===== config.mk =====
export PLATFORM = sky130hd
export DESIGN_NAME = load_store_unit
export DESIGN_NICKNAME = d
export VERILOG_FILES = /design/src/rtl/lsu_pkg.sv /design/src/rtl/lsu_align.sv /design/src/rtl/load_store_unit.sv
export SDC_FILE = /design/constraint.sdc
export NUM_CORES = 1
export LEC_CHECK = 0
export CAP_MARGIN = 20
export CELL_PAD_IN_SITES_DETAIL_PLACEMENT = 1
export CELL_PAD_IN_SITES_GLOBAL_PLACEMENT = 2
export CORE_AREA = 4 4 152 154
export CTS_BUF_LIST = sky130_fd_sc_hd__clkbuf_2
export DETAILED_ROUTE_END_ITERATION = 10
export DIE_AREA = 0 0 156 158
export PLACE_DENSITY = 0.88
export SLEW_MARGIN = 20
export SYNTH_ARGS = -nofsm -noshare
export SYNTH_HDL_FRONTEND = slang
export SYNTH_SLANG_ARGS = --single-unit

===== constraint.sdc =====
create_clock -name clk -period 6.9 [get_ports clk]
set_clock_uncertainty 0.15 [all_clocks]
set_input_delay 0.69 -clock clk [delete_from_list [all_inputs] [get_ports clk]]
set_output_delay 0.69 -clock clk [all_outputs]
set_load 0.005 [all_outputs]

===== src/rtl/lsu_pkg.sv =====
// ============================================================================
// Module   : lsu_pkg
// Purpose  : Shared funct3 codes, access-size decode and LSU state encoding.
// Revision : 1.0 - initial release
// ============================================================================
`default_nettype none

package lsu_pkg;

  localparam logic [2:0] F3_B  = 3'b000;
  localparam logic [2:0] F3_H  = 3'b001;
  localparam logic [2:0] F3_W  = 3'b010;
  localparam logic [2:0] F3_BU = 3'b100;
  localparam logic [2:0] F3_HU = 3'b101;

  localparam int         STATE_W  = 3;
  localparam logic [2:0] S_IDLE   = 3'd0;
  localparam logic [2:0] S_LOAD   = 3'd1;
  localparam logic [2:0] S_RMW_RD = 3'd2;
  localparam logic [2:0] S_WRITE  = 3'd3;
  localparam logic [2:0] S_RESP   = 3'd4;

  typedef enum logic [1:0] {
    SZ_B = 2'd0,
    SZ_H = 2'd1,
    SZ_W = 2'd2
  } size_e;

  // Reserved funct3 codes fall through to a word access.
  function automatic size_e f3_size(input logic [2:0] f3);
    case (f3)
      F3_B, F3_BU: f3_size = SZ_B;
      F3_H, F3_HU: f3_size = SZ_H;
      default:     f3_size = SZ_W;
    endcase
  endfunction

endpackage

`default_nettype wire


===== src/rtl/lsu_align.sv =====
// ============================================================================
// Module   : lsu_align
// Purpose  : Little-endian lane extract/extend for loads, lane merge for SB/SH.
// Revision : 1.0 - initial release
// ============================================================================
`default_nettype none

module lsu_align
  import lsu_pkg::*;
(
  input  logic [31:0] i_rword,
  input  logic [31:0] i_wdata,
  input  logic [2:0]  i_funct3,
  input  logic [1:0]  i_addr_lo,
  output logic [31:0] o_rdata,
  output logic [31:0] o_merged
);

  size_e       w_size;
  logic        w_signed;
  logic [7:0]  w_byte;
  logic [15:0] w_half;

  always_comb begin
    w_size   = f3_size(i_funct3);
    w_signed = ~i_funct3[2];
    w_byte   = i_rword[{i_addr_lo, 3'b000} +: 8];
    w_half   = i_addr_lo[1] ? i_rword[31:16] : i_rword[15:0];

    o_rdata = i_rword;
    case (w_size)
      SZ_B:    o_rdata = {{24{w_signed & w_byte[7]}}, w_byte};
      SZ_H:    o_rdata = {{16{w_signed & w_half[15]}}, w_half};
      default: o_rdata = i_rword;
    endcase

    o_merged = i_rword;
    case (w_size)
      SZ_B:    o_merged[{i_addr_lo, 3'b000} +: 8] = i_wdata[7:0];
      SZ_H:    o_merged[{i_addr_lo[1], 4'b0000} +: 16] = i_wdata[15:0];
      default: o_merged = i_wdata;
    endcase
  end

endmodule

`default_nettype wire


===== src/rtl/load_store_unit.sv =====
// ============================================================================
// Module   : load_store_unit
// Purpose  : Data-memory initiator; SB/SH done as read-modify-write.
//            Optional MISALIGN_TRAP_EN macro enables misalignment errors.
// Revision : 1.0 - initial release
// ============================================================================
`default_nettype none

module load_store_unit
  import lsu_pkg::*;
#(
  parameter int ADDR_W = 32
) (
  input  logic              clk,
  input  logic              rst,
  input  logic              req_valid,
  output logic              req_ready,
  input  logic              req_we,
  input  logic [2:0]        req_funct3,
  input  logic [ADDR_W-1:0] req_addr,
  input  logic [31:0]       req_wdata,
  output logic              resp_valid,
  output logic [31:0]       resp_rdata,
  output logic              resp_err,
  output logic              mem_read,
  output logic              mem_write,
  output logic [ADDR_W-1:0] mem_addr,
  output logic [31:0]       mem_wdata,
  input  logic [31:0]       mem_rdata
);

  logic [STATE_W-1:0] r_state;
  logic [STATE_W-1:0] w_next;
  logic [2:0]         r_f3;
  logic [ADDR_W-1:0]  r_addr;
  logic [31:0]        r_wdata;
  logic [31:0]        r_merge;
  logic [31:0]        r_rdata;
  logic [31:0]        w_ld_rdata;
  logic [31:0]        w_merged;
  logic               w_misalign;
  logic               w_accept;
  size_e              w_req_size;

  assign w_req_size = f3_size(req_funct3);
  assign w_accept   = req_valid & (r_state == S_IDLE);

`ifdef MISALIGN_TRAP_EN
  logic r_err;

  assign w_misalign = ((w_req_size == SZ_H) & req_addr[0]) |
                      ((w_req_size == SZ_W) & (req_addr[1:0] != 2'b00));

  always_ff @(posedge clk or posedge rst) begin
    if (rst)           r_err <= 1'b0;
    else if (w_accept) r_err <= w_misalign;
  end

  assign resp_err = r_err & (r_state == S_RESP);
`else
  assign w_misalign = 1'b0;
  assign resp_err   = 1'b0;
`endif

  lsu_align u_align (
    .i_rword   (mem_rdata),
    .i_wdata   (r_wdata),
    .i_funct3  (r_f3),
    .i_addr_lo (r_addr[1:0]),
    .o_rdata   (w_ld_rdata),
    .o_merged  (w_merged)
  );

  always_ff @(posedge clk or posedge rst) begin
    if (rst) r_state <= S_IDLE;
    else     r_state <= w_next;
  end

  always_comb begin
    w_next = r_state;
    case (r_state)
      S_IDLE: begin
        if (req_valid) begin
          if (w_misalign)              w_next = S_RESP;
          else if (!req_we)            w_next = S_LOAD;
          else if (w_req_size == SZ_W) w_next = S_WRITE;
          else                         w_next = S_RMW_RD;
        end
      end
      S_LOAD:   w_next = S_RESP;
      S_RMW_RD: w_next = S_WRITE;
      S_WRITE:  w_next = S_RESP;
      S_RESP:   w_next = S_IDLE;
      default:  w_next = S_IDLE;
    endcase
  end

  always_comb begin
    req_ready  = ~rst & (r_state == S_IDLE);
    mem_read   = (r_state == S_LOAD) | (r_state == S_RMW_RD);
    mem_write  = (r_state == S_WRITE);
    resp_valid = (r_state == S_RESP);
    resp_rdata = r_rdata;
    mem_addr   = {r_addr[ADDR_W-1:2], 2'b00};
    mem_wdata  = 32'h0;
    if (r_state == S_WRITE)
      mem_wdata = (f3_size(r_f3) == SZ_W) ? r_wdata : r_merge;
  end

  // Request fields, merge word and load result
  always_ff @(posedge clk or posedge rst) begin
    if (rst) begin
      r_f3    <= 3'b000;
      r_addr  <= '0;
      r_wdata <= 32'h0;
      r_merge <= 32'h0;
      r_rdata <= 32'h0;
    end else begin
      case (r_state)
        S_IDLE: begin
          if (w_accept) begin
            r_f3    <= req_funct3;
            r_addr  <= req_addr;
            r_wdata <= req_wdata;
            if (w_misalign) r_rdata <= 32'h0;
          end
        end
        S_LOAD:   r_rdata <= w_ld_rdata;
        S_RMW_RD: r_merge <= w_merged;
        S_WRITE:  r_rdata <= 32'h0;
        default: ;
      endcase
    end
  end

endmodule

`default_nettype wire


==> metrics.cfg, run 1 <==
[status]
status=completed

[sta]
max_freq_mhz=250
maxSlewHeadroom=0.267
postLayoutSetupSlackWorst_ps=2900
worst_pin_slew_ps=1100
final_hold_viol_count=0
rsz0062_at_grt=no
setup_viol=0
fin_crit_ps=4000
fin_tns_setup_ps=0
final_max_slew_viol_count=0
timing.final.crit_share=0.579

[floorplan]
initial_core_util=0.328
die-area_sq_mm=0.0246
ios=204
row_count=54
die_x_microns=156
die_h_microns=158
core_area_sq_mm=0.0217

[critical_path]
r2r-start=r_f3[1]
cp_slowest_cell=dfrtp_2
cp-endpoint=mem_wdata[9]
critPathRequiredTime_ps=6060
start_kind=register
worstPathArrival_ps=3160
r2r-end=resp_rdata[16]
crit_start=r_f3[1]
cp_max_fo=42
end_kind=primary output
slowest_delay_ps=950
path_class=reg -> out
reg2reg_slack_ps=3720
reg2reg_depth=5
path_cells=buf_4 -> mux2i_1 -> nor2_1 -> clkdlybuf4s50_1

[grt]
antenna_found_initial=0
grt_usage=0.197
overflow=0
grt_first_pass_wirelength_microns=37400
grt_pass1_vias=6275
grt_max_degree=78

[detailed_routing]
drc_errors=0
drt-pass1-iter-count=5
postRouteAntennaNets=0
initialDrtViolationCount=384
vias=6054
wl_per_cell_microns=21.6
wl_microns=24400
vias_per_cell=5.36

[placed_design]
place_congestion=0.845
portBuffers=200
pre_cts_ws_ps=3290
dpl.hpwl_microns=17600

[synthesis]
synth_top_area_cell=dfrtp_1
syn_avg_cell_area_sq_um=10.3
synth_top_area_share=0.471
yosys.area_share.xor_xnor=0
synth_top_family_by_area=multiplexers
yosys_warnings=0
synth_fa_ha_area_frac=0.00880
ys_ff_latch=134
muxShareOfSynthArea=0.180
syn_inst=691
synth_cell_type_count=47
synth_compound_area_frac=0.150
synth_seq_area_share=0.471
synth_simple_gate_area_frac=0.119
synth.top_cells.by_area=dfrtp_1 47%, mux2_2 9.5%, mux2i_1 6.9%
synth_area_sq_mm=0.00711

[power]
powerDensity_mw_per_mm2=448
p_leak_uw=0.00387
vdd_drop_max_uv=151

[clock_network]
cts.sinks=134
cts_hold_buffers=0
cts.htree.levels=4
root_buffer=clkbuf_2
clkLatencyLatePin_ps=710
cts_tree=built
cts_buffers=17
cts_resized=0
clk_pin_slew_ps=200
post-cts-setup-buffer-count=0
clock_path_buffers=2

[final_layout]
drive_gt1_frac=0.127
final_cell_mix=200 x clkdlybuf4s50_1, 133 x dfrtp_1, 72 x nor2_1, 60 x mux2_2, 54 x nand2_1
layout_commonest_cell=clkdlybuf4s50_1
area_growth_pct=31.8
nets=945
n_fill_cell=2391
diodes=0

[job]
maxCapViolations=0

[worst_hold_path]
hp-class=in -> async

==> Yosys cell counts, drive strengths merged <==
cell,instances
nor2b,10
nor3b,3
mux2,68
o31ai,1
nand3b,1
o221ai,5
a21oi,36
a211oi,8
a222oi,7
and2,3
nor4,1
buf,59
or2b,1
nor4b,4
o21ai,50
or3b,2
nand2b,5
a22o,4
a221o,2
nand4bb,1
conb,1
ha,5
inv,7
a22oi,20
nand3,2
dfrtp,134
and3,9
a221oi,21
mux4,1
clkinv,1
a32o,4
clkbuf,25
nand2,54
o211ai,3
nor3,10
nor2,74
mux2i,49
==> metal layers <==
layer	vias to the layer above	GRT usage	part of all wire
met2	226	0.325	0.48
li1	2747	-	-
met3	26	0.0437	0.059
met1	3055	0.263	0.44
met4	0	0.0496	0.017
met5	-	0	0
==> worst min path at each step <==
stage          slack (ps)  depth (start not counted)             end
6_report              290                          2  resp_rdata[26]
5_1_grt               240                          2  resp_rdata[13]
3_3_place_gp          310                          2  resp_rdata[14]
2_1_floorplan         300                          2      r_merge[0]
3_5_place_dp          320                          2     r_merge[14]
4_1_cts               220                          2  resp_rdata[13]
==> stage by stage <==
step	cells	hold slack [ps]	instance area, sq um	total power (uW)	util
6_report	1130	289	9370	4200	0.432
5_1_grt	1130	237	9370	4530	0.432
4_1_cts	1129	215	9360	4250	0.431
3_5_place_dp	1097	322	9080	3690	0.419
3_3_place_gp	1097	311	9080	3610	0.419
2_1_floorplan	693	299	7120	2860	-
==> kinds of logic (layout without fill, tap and decap cells) <==
logic type,count (synthesis),count (layout)
other,1,3
AO/OA/AOI/OAI,161,161
multiplexers,118,118
AND/OR/NAND/NOR,180,180
flip-flops,134,134
buffers and inverters,92,249
adder cells (fa/ha/maj),5,5
==> flip-flops by register name, indices dropped and copies added (netlist names) <==
signal,flops
r_merge,32
resp_rdata,32
r_wdata,32
r_addr,32
r_state,3
r_f3,3
==> worst max-delay path, delay by kind of cell (launching register included) <==
kind,cells,cell delay [ps]
flops,1,950
buf+inv,2,1120
simple gates,1,150
mux,1,200
==> layout make-up <==
class                      instances  area (sq um)  share of cell area
clock buffer                      18          90.1             0.00961
clock inverter                    14           183              0.0195
inverter                           8          35.0             0.00374
sequential                       134          3350               0.358
timing repair buffer             209          2080               0.222
tap                              280           350              0.0374
multi-input combinational        467          3280               0.350
==> power by group <==
part | leakage (uW) | switching [uW] | internal (uW) | total (uW)
Sequential | 0.00161 | 405 | 1160 | 1560
Clock | 0.000157 | 306 | 237 | 543
Combinational | 0.00210 | 1010 | 1080 | 2090
Total | 0.00387 | 1720 | 2480 | 4200
No activity file was read; power rests on OpenSTA's default activity.
==> run 2, diff against run 1 <==
--- a/config.mk
+++ b/config.mk
@@ -8,11 +8,11 @@
 export CAP_MARGIN = 20
 export CELL_PAD_IN_SITES_DETAIL_PLACEMENT = 1
 export CELL_PAD_IN_SITES_GLOBAL_PLACEMENT = 2
-export CORE_AREA = 4 4 152 154
+export CORE_AREA = 4 4 168 170
 export CTS_BUF_LIST = sky130_fd_sc_hd__clkbuf_2
 export DETAILED_ROUTE_END_ITERATION = 10
-export DIE_AREA = 0 0 156 158
-export PLACE_DENSITY = 0.88
+export DIE_AREA = 0 0 172 174
+export PLACE_DENSITY = 0.77
 export SLEW_MARGIN = 20
 export SYNTH_ARGS = -nofsm -noshare
 export SYNTH_HDL_FRONTEND = slang
==> constraint.sdc (replaced) <==
create_clock -name clk -period 3.5 [get_ports clk]
set_clock_uncertainty 0.15 [all_clocks]
set_input_delay 0.35 -clock clk [delete_from_list [all_inputs] [get_ports clk]]
set_output_delay 0.35 -clock clk [all_outputs]
set_load 0.005 [all_outputs]
==> run 2 against run 1 <==
Effect of this change:
- flip-flop and latch count did not move
- critical path depth did not move
- sequential power rose by 95%
- global-route usage fell by 2.3 points
- die area rose by 21%
- clock-buffer cell count fell by 1
- combinational power rose by 100%
- utilization fell by 6.1 points
- hold slack got worse by 210 ps
- non-clock buffer count rose by 50
- clock power rose by 83%
- cell count rose by 9.9%
==> metrics.cfg, run 2 (synthesis gave the netlist of run 1 again) <==
[sta]
final_hold_viol_count=0  ; unchanged
maxSlewHeadroom=0.284  ; +0.0170
worst_pin_slew_ps=1070  ; -29.0 ps
timing.final.crit_share=0.906
setup_viol=0  ; unchanged
fin_crit_ps=3170
max_freq_mhz=315
rsz0062_at_grt=no
fin_tns_setup_ps=0  ; unchanged
final_max_slew_viol_count=0  ; unchanged

[power]
p_switching_uw=3470  ; +100%
seqPwrFrac=0.367  ; -0.005
powerDensity_mw_per_mm2=835  ; +86%
p_leak_uw=0.00407  ; +5.1%
p_int_uw=4820  ; +94%
vdd_drop_max_uv=319  ; +110%
clkPwrFrac=0.120  ; -0.009
switching_share=0.419  ; +0.00888
power.share.combinational=0.513  ; +0.015

[clock_network]
clock_path_buffers=2  ; unchanged
post-cts-setup-buffer-count=0  ; unchanged
cts.htree.levels=4  ; unchanged
cts_tree=built
clkLatencyLatePin_ps=730  ; +20 ps
cts_buffers=17  ; unchanged
cts.sinks=134  ; unchanged
clk_pin_slew_ps=220  ; +20 ps
root_buffer=clkbuf_2

[floorplan]
row_count=60  ; +11%
die_h_microns=174  ; +10%
initial_core_util=0.266  ; -0.0618
core_area_sq_mm=0.0267  ; +23%
ios=204  ; unchanged
die-area_sq_mm=0.0299  ; +21%
die_x_microns=172  ; +10%

[critical_path]
start_kind=register
worstPathArrival_ps=2670  ; -490 ps
critPathRequiredTime_ps=3000  ; -3060 ps
path_class=reg -> out
reg2reg_slack_ps=850  ; -2870 ps
end_kind=primary output
cp_max_fo=30  ; -29%

[placed_design]
portBuffers=200  ; unchanged
dpl.hpwl_microns=18500  ; +5.3%
dp.cells=1166  ; +6.3%
place_congestion=0.863  ; +2.1%

[grt]
grt_first_pass_wirelength_microns=40000  ; +6.9%
grt_max_degree=64  ; -18%
antenna_found_initial=1  ; +1
overflow=0  ; unchanged
grt_pass1_vias=6689  ; +6.6%
grt_usage=0.174  ; -0.0231

[final_layout]
layout_commonest_cell=clkdlybuf4s50_1
stdcell_count=1242  ; +9.9%
nets=995  ; +5.3%
drive_gt1_frac=0.130  ; +0.00294
final_cell_mix=200 x clkdlybuf4s50_1, 133 x dfrtp_1, 72 x nor2_1, 60 x mux2_2, 54 x nand2_1
area_growth_pct=39.5

[detailed_routing]
vias_per_cell=4.96  ; -7.4%
drt-pass1-iter-count=5  ; unchanged
wl_per_cell_microns=21.1  ; -2.2%
initialDrtViolationCount=340  ; -11%
wl_microns=26200  ; +7.5%
drc_errors=0  ; unchanged
vias=6160  ; +1.8%
postRouteAntennaNets=0  ; unchanged

[worst_hold_path]
hp-class=in -> reg

[status]
status=completed

[job]
maxCapViolations=0  ; unchanged

[run 2: layout make-up]
cell class | count | area, sq um
multi-input cells | 467 | 3280
well taps | 341 | 427
inverters | 8 | 33.8
clock inverters | 15 | 153
diodes | 1 | 2.50
fillers | 3018 | 16800
clock buffers | 17 | 85.1
repair buffers | 259 | 2590
flip-flops and latches | 134 | 3360
[run 2: metrics by stage]
stage	total power, uW	util	hold slack, ps	setup slack [ps]	area (sq um)
final	8290	0.371	78.5	328	9920
after global routing	8940	0.371	8.87	76.1	9920
after CTS	8390	0.371	1.74	38.9	9920
after detailed placement	7320	0.346	320	885	9250
after global placement	7240	0.346	314	922	9250
after floorplan	5640	-	299	1000	7120
[run 2: worst paths after layout]
check	startpoint	to	cells after the start
min in group asynchronous	rst	r_merge[20]	3
max reg2reg	r_addr[0]	r_merge[0]	6
min	req_addr[0]	r_addr[0]	3
min reg2reg	r_merge[11]	r_merge[11]	2
max	r_f3[1]	mem_wdata[7]	4
max in group asynchronous	rst	r_wdata[5]	4
[run 2: critical path, stage by stage (launching register included)]
cell,delay [ps]
dfrtp_4,740
buf_4,370
mux2i_1,290
nor2_1,70
clkdlybuf4s50_1,470
[run 2: repair_timing]
| action | in CTS | in global routing |
|---|---|---|
| gates resized for setup | 0 | 1 |
| setup endpoints to repair | 0 | 4 |
| hold buffers | 43 | 0 |
| hold endpoints to repair | 69 | 0 |
[run 2: power groups by stage]
stage	Combinational (uW)	Clock, uW	Sequential [uW]
3_5_place_dp	4240	0	3080
3_3_place_gp	4180	0	3060
4_1_cts	4300	1050	3040
5_1_grt	4670	1100	3170
2_1_floorplan	2960	0	2680
6_report	4250	992	3040
[run 2: metal layers]
| metal | up-vias | part of all wire | GRT usage |
|---|---|---|---|
| li1 | 2847 | - | - |
| met1 | 3061 | 0.45 | 0.239 |
| met2 | 223 | 0.46 | 0.276 |
| met3 | 29 | 0.061 | 0.0362 |
| met4 | 0 | 0.021 | 0.0485 |
| met5 | - | 0 | 0 |
